[config.mk]
export PLATFORM = sky130hd
export DESIGN_NAME = fetch_stage_flat
export DESIGN_NICKNAME = d
export VERILOG_FILES = /design/src/rtl/fetch_stage_if.sv /design/src/rtl/fetch_stage.sv /design/src/flat_wrapper.sv
export SDC_FILE = /design/constraint.sdc
export NUM_CORES = 1
export LEC_CHECK = 0
export ABC_AREA = 1
export CAP_MARGIN = 30
export CORE_AREA = 5 5 145 147
export DETAILED_ROUTE_END_ITERATION = 16
export DIE_AREA = 0 0 150 152
export PLACE_DENSITY = 0.76
export SYNTH_ARGS = -nofsm -noshare
export SYNTH_HDL_FRONTEND = slang
export SYNTH_SLANG_ARGS = --single-unit
[constraint.sdc]
create_clock -name clk -period 1.4 [get_ports clk]
set_input_delay 0.21 -clock clk [delete_from_list [all_inputs] [get_ports clk]]
set_output_delay 0.21 -clock clk [all_outputs]
set_load 0.02 [all_outputs]
[src/rtl/fetch_stage_if.sv]
// Instruction-memory request/response bus between the fetch stage (master)
// and the instruction memory (slave).
interface fetch_stage_if;
  logic        imem_req;
  logic [31:0] imem_addr;
  logic        imem_gnt;
  logic        imem_rvalid;
  logic [31:0] imem_rdata;

  modport master (
    output imem_req,
    output imem_addr,
    input  imem_gnt,
    input  imem_rvalid,
    input  imem_rdata
  );

  modport slave (
    input  imem_req,
    input  imem_addr,
    output imem_gnt,
    output imem_rvalid,
    output imem_rdata
  );
endinterface

[src/rtl/fetch_stage.sv]
// Instruction fetch stage: one outstanding memory request, a single-entry skid
// buffer behind the decode slot, and redirect handling with response kill.
module fetch_stage #(
  parameter logic [31:0] RESET_PC = 32'h0000_0000
) (
  input  logic                 clk,
  input  logic                 rst_n,
  fetch_stage_if.master        imem,
  input  logic                 stall,
  input  logic                 redirect,
  input  logic [31:0]          redirect_pc,
  output logic [31:0]          instruction,
  output logic [31:0]          pc_id,
  output logic                 instr_valid
);

  typedef enum logic [1:0] {IDLE, REQ, WAIT, HOLD} state_t;

  state_t      state_reg;
  logic [31:0] pc_reg;
  logic [31:0] pend_pc_reg;
  logic [31:0] skid_instr_reg;
  logic [31:0] skid_pc_reg;
  logic [31:0] instr_reg;
  logic [31:0] pc_id_reg;
  logic        req_reg;
  logic        kill_reg;
  logic        skid_valid_reg;
  logic        instr_valid_reg;

  logic        slot_free;
  logic [31:0] seq_pc;
  logic        redirect_pc_unused;

  // Targets are word aligned; the low bits of the computed target are dropped.
  assign redirect_pc_unused = ^redirect_pc[1:0];

  assign slot_free = !instr_valid_reg || !stall;
  assign seq_pc    = pend_pc_reg + 32'd4;

  assign imem.imem_req  = req_reg;
  assign imem.imem_addr = pc_reg;
  assign instruction    = instr_reg;
  assign pc_id          = pc_id_reg;
  assign instr_valid    = instr_valid_reg;

  always_ff @(posedge clk or negedge rst_n) begin
    if (!rst_n) begin
      state_reg       <= IDLE;
      pc_reg          <= RESET_PC;
      pend_pc_reg     <= 32'd0;
      skid_instr_reg  <= 32'd0;
      skid_pc_reg     <= 32'd0;
      instr_reg       <= 32'd0;
      pc_id_reg       <= 32'd0;
      req_reg         <= 1'b0;
      kill_reg        <= 1'b0;
      skid_valid_reg  <= 1'b0;
      instr_valid_reg <= 1'b0;
    end else begin
      // Decode consumes the current instruction; a load below overrides this.
      if (instr_valid_reg && !stall) begin
        instr_valid_reg <= 1'b0;
      end

      if (redirect) begin
        pc_reg          <= {redirect_pc[31:2], 2'b00};
        instr_valid_reg <= 1'b0;
        skid_valid_reg  <= 1'b0;
        case (state_reg)
          REQ: begin
            if (imem.imem_gnt) begin
              // Request already accepted: its response must be thrown away.
              state_reg <= WAIT;
              kill_reg  <= 1'b1;
              req_reg   <= 1'b0;
            end else begin
              state_reg <= REQ;
              req_reg   <= 1'b1;
            end
          end
          WAIT: begin
            if (imem.imem_rvalid) begin
              state_reg <= REQ;
              kill_reg  <= 1'b0;
              req_reg   <= 1'b1;
            end else begin
              state_reg <= WAIT;
              kill_reg  <= 1'b1;
              req_reg   <= 1'b0;
            end
          end
          default: begin
            state_reg <= REQ;
            kill_reg  <= 1'b0;
            req_reg   <= 1'b1;
          end
        endcase
      end else begin
        case (state_reg)
          IDLE: begin
            state_reg <= REQ;
            req_reg   <= 1'b1;
          end
          REQ: begin
            if (imem.imem_gnt) begin
              pend_pc_reg <= pc_reg;
              state_reg   <= WAIT;
              req_reg     <= 1'b0;
            end
          end
          WAIT: begin
            if (imem.imem_rvalid) begin
              if (kill_reg) begin
                kill_reg  <= 1'b0;
                state_reg <= REQ;
                req_reg   <= 1'b1;
              end else if (slot_free) begin
                instr_reg       <= imem.imem_rdata;
                pc_id_reg       <= pend_pc_reg;
                instr_valid_reg <= 1'b1;
                pc_reg          <= seq_pc;
                state_reg       <= REQ;
                req_reg         <= 1'b1;
              end else begin
                skid_instr_reg <= imem.imem_rdata;
                skid_pc_reg    <= pend_pc_reg;
                skid_valid_reg <= 1'b1;
                pc_reg         <= seq_pc;
                state_reg      <= HOLD;
              end
            end
          end
          HOLD: begin
            if (!stall && skid_valid_reg) begin
              instr_reg       <= skid_instr_reg;
              pc_id_reg       <= skid_pc_reg;
              instr_valid_reg <= 1'b1;
              skid_valid_reg  <= 1'b0;
              state_reg       <= REQ;
              req_reg         <= 1'b1;
            end
          end
          default: begin
            state_reg <= IDLE;
            req_reg   <= 1'b0;
          end
        endcase
      end
    end
  end

endmodule

[src/flat_wrapper.sv]
// flat-port wrapper written by rule: the top's interface ports become plain ports
module fetch_stage_flat 
#(
  parameter logic [31:0] RESET_PC = 32'h0000_0000
)
  (clk, rst_n, stall, redirect, redirect_pc, instruction, pc_id, instr_valid, imem_imem_req, imem_imem_addr, imem_imem_gnt, imem_imem_rvalid, imem_imem_rdata);
  fetch_stage_if imem_i ();
  input  logic clk;
  input  logic rst_n;
  input  logic stall;
  input  logic redirect;
  input  logic [31:0] redirect_pc;
  output logic [31:0] instruction;
  output logic [31:0] pc_id;
  output logic instr_valid;
  output wire logic [$bits(imem_i.imem_req)-1:0] imem_imem_req;
  output wire logic [$bits(imem_i.imem_addr)-1:0] imem_imem_addr;
  input wire logic [$bits(imem_i.imem_gnt)-1:0] imem_imem_gnt;
  input wire logic [$bits(imem_i.imem_rvalid)-1:0] imem_imem_rvalid;
  input wire logic [$bits(imem_i.imem_rdata)-1:0] imem_imem_rdata;
  assign imem_imem_req = imem_i.imem_req;
  assign imem_imem_addr = imem_i.imem_addr;
  assign imem_i.imem_gnt = imem_imem_gnt;
  assign imem_i.imem_rvalid = imem_imem_rvalid;
  assign imem_i.imem_rdata = imem_imem_rdata;
  fetch_stage #(.RESET_PC(RESET_PC)) u_core (.clk(clk), .rst_n(rst_n), .imem(imem_i), .stall(stall), .redirect(redirect), .redirect_pc(redirect_pc), .instruction(instruction), .pc_id(pc_id), .instr_valid(instr_valid));
endmodule
==> reports/metrics.cfg <==
[pwr]
ir_drop_mv=1.03
power.leakage_uw=0.00657
power_uw=26000
power_density_nw_per_um2=1920

[logic_synthesis]
netlist_top_cells_area=dfrtp_1, nand2_1, nor2_1, o21ai_0, a21oi_1
ys_warn_count=0
synth_compound_area_frac=0.152
synthSimpleGateAreaFrac=0.223
synthAdderAreaFrac=0.00680
synth_top_family_by_area=simple AND/OR/NAND/NOR gates
synth_cells=1158
ys_ff_latch=198
synth_cell_type_count=28
yosysSeqAreaShare=0.538
synth_xor_area_frac=0.00381
synth_mux_area_frac=0
synthesis.area_um2=9200
yosysTopAreaCell=dfrtp_1
yosysTopAreaCellShare=0.538
avgSynthCellArea_um2=7.95
syn_nets=1233

[clock_network]
clock_latency_ns=0.44
cts_sinks=198
tritoncts=yes
htreeDepth=4
clkTransAtPathRegs_ns=0.07
clock-root-buffer=clkbuf_16
numCtsBuffers=17
cts_max_path_buffers=2

[floorplanning]
die-area_um2=22800
io_pins=168
fp.dieH_um=152
core_area_um2=19800
start_util=0.465
rows=52
die_x_um=150

[grt]
grt-ovfl-total=0
grt_max_degree=57
antenna_found_initial=0
grt_use_total=0.241
grt_pass1_vias=8898
grt_pass1_wl_um=44300

[routing]
post_drt_wl_per_cell_um=16.9
via_count=8918
ant_nets=0
drt_iter0_drc=606
via_per_inst=5.26
dr.pass1.iters=5
routed_wirelength_um=28700
drc=0

[timing]
whs_ns=0.252
fmaxAchievable_ghz=0.556
finalSetupTns_ns=-50.81
slew_headroom=0.751
rsz0062_at_grt=true
post-route-period-util=1.28
fin_ws_ns=-0.398
worst-slew-pin-transition_ns=0.374
finalHoldViolCount=0
period_needed_ns=1.80
drv_slew=0
clock_skew_ns=0.0114
setup_viol=194

[placement]
dp.cells=1620
gp_congestion=0.889
portBuffers=165
dpl.hpwl_um=17500

[layout]
num-nets-final=1487
drive_above_1_share=0.182
regArea_um2=4950
final_common_cell=nand2_1
layout_common_cells=nand2_1, dfrtp_1, nor2_1, inv_1, o21ai_0
diodes=0
syn_to_final_growth_pct=47.3
fin_cells=1695
n_fill_cell=1584
multi_input_area_um2=3910

[worst_hold_path]
hp-class=in2async

[worst_setup_path]
cp.arrival_ns=2.15
crit_top_cell=buf_12
cp_cell_sequence=inv_2 -> ha_4 -> inv_4 -> nor2_2 -> nor3_4 -> buf_6 -> buf_12 -> buf_12 -> nor2_1 -> a21oi_1
cp_top_family=buffers and inverters
required_ns=1.75
endpoint_kind=register
crit_slowest_cell=dfrtp_1
start_kind=register
path_class=reg2reg
crit_buf_inv=5
crit_fanout=12
cp_slowest_stage_delay_ns=0.42

[outcome]
status=complete, but fails checks
violations=setup timing

[flow_run]
drv_cap=0

==> logic make-up after synthesis <==
logic type      count (synthesis)
simple gates                  514
buf+inv                       161
compound gates                276
xor+xnor                        4
fa+ha+maj                       5
flops                         198
==> routing by layer <==
layer,vias up,GRT usage,part of all wire
met2,356,0.398,0.49
li1,4249,-,-
met3,67,0.0483,0.068
met5,-,0,0
met4,0,0.0845,0.029
met1,4246,0.318,0.42
==> stage by stage <==
stage | util | cell area, um2 | setup WS, ns
final | 0.685 | 13600 | -0.398
after CTS | 0.664 | 13100 | -0.313
after global routing | 0.685 | 13600 | -0.474
after global placement | 0.598 | 11800 | -0.341
after floorplan | - | 9310 | -0.141
after detailed placement | 0.598 | 11800 | -0.406
==> worst paths after layout <==
path | from | to | slack (ns) | cells after the start
worst max-delay path | u_core.state_reg[0] | u_core.instruction[15] | -0.40 | 10
worst min-delay path | rst_n | u_core.imem.imem_addr[5] | 0.25 | 2
worst max register to register | u_core.state_reg[0] | u_core.instruction[15] | -0.40 | 10
worst min register to register | u_core.skid_pc_reg[14] | u_core.skid_pc_reg[14] | 0.48 | 2
max in group asynchronous | rst_n | u_core.imem.imem_addr[28] | 0.59 | 3
min in group clk | imem_imem_rdata[6] | u_core.skid_instr_reg[6] | 0.34 | 3
==> synthesized netlist by cell type, drive strengths merged <==
cell / count
nand3: 41
nand4: 4
dfrtp: 198
o211ai: 2
xor2: 4
inv: 100
buf: 38
nor3: 2
a31oi: 3
o21ai: 173
nand2: 318
nor2: 145
and2: 1
a21oi: 88
o22ai: 10
or2: 3
clkbuf: 23
ha: 5
==> layout make-up <==
| type | count | area share |
|---|---|---|
| clock buffers | 19 | 0.0334 |
| clock inverters | 13 | 0.0142 |
| inverters | 100 | 0.0284 |
| multi-input cells | 799 | 0.288 |
| flip-flops and latches | 198 | 0.366 |
| well taps | 270 | 0.0249 |
| repair buffers | 296 | 0.245 |
==> report_power, final <==
part / internal (uW) / switching (uW)
registers: 7690 / 1390
logic: 4860 / 6640
clock network: 3120 / 2270
==> repair_timing <==
| item | 4_1_cts | 5_1_grt |
|---|---|---|
| pin swaps | 14 | 6 |
| gates cloned | 13 | 12 |
| setup buffers | 14 | 5 |
| hold buffers | 1 | 0 |
| hold endpoints to repair | 30 | 0 |
| endpoints found under the setup margin | 269 | 234 |
| gates resized for setup | 188 | 48 |
No activity file was read; power rests on OpenSTA's default activity.
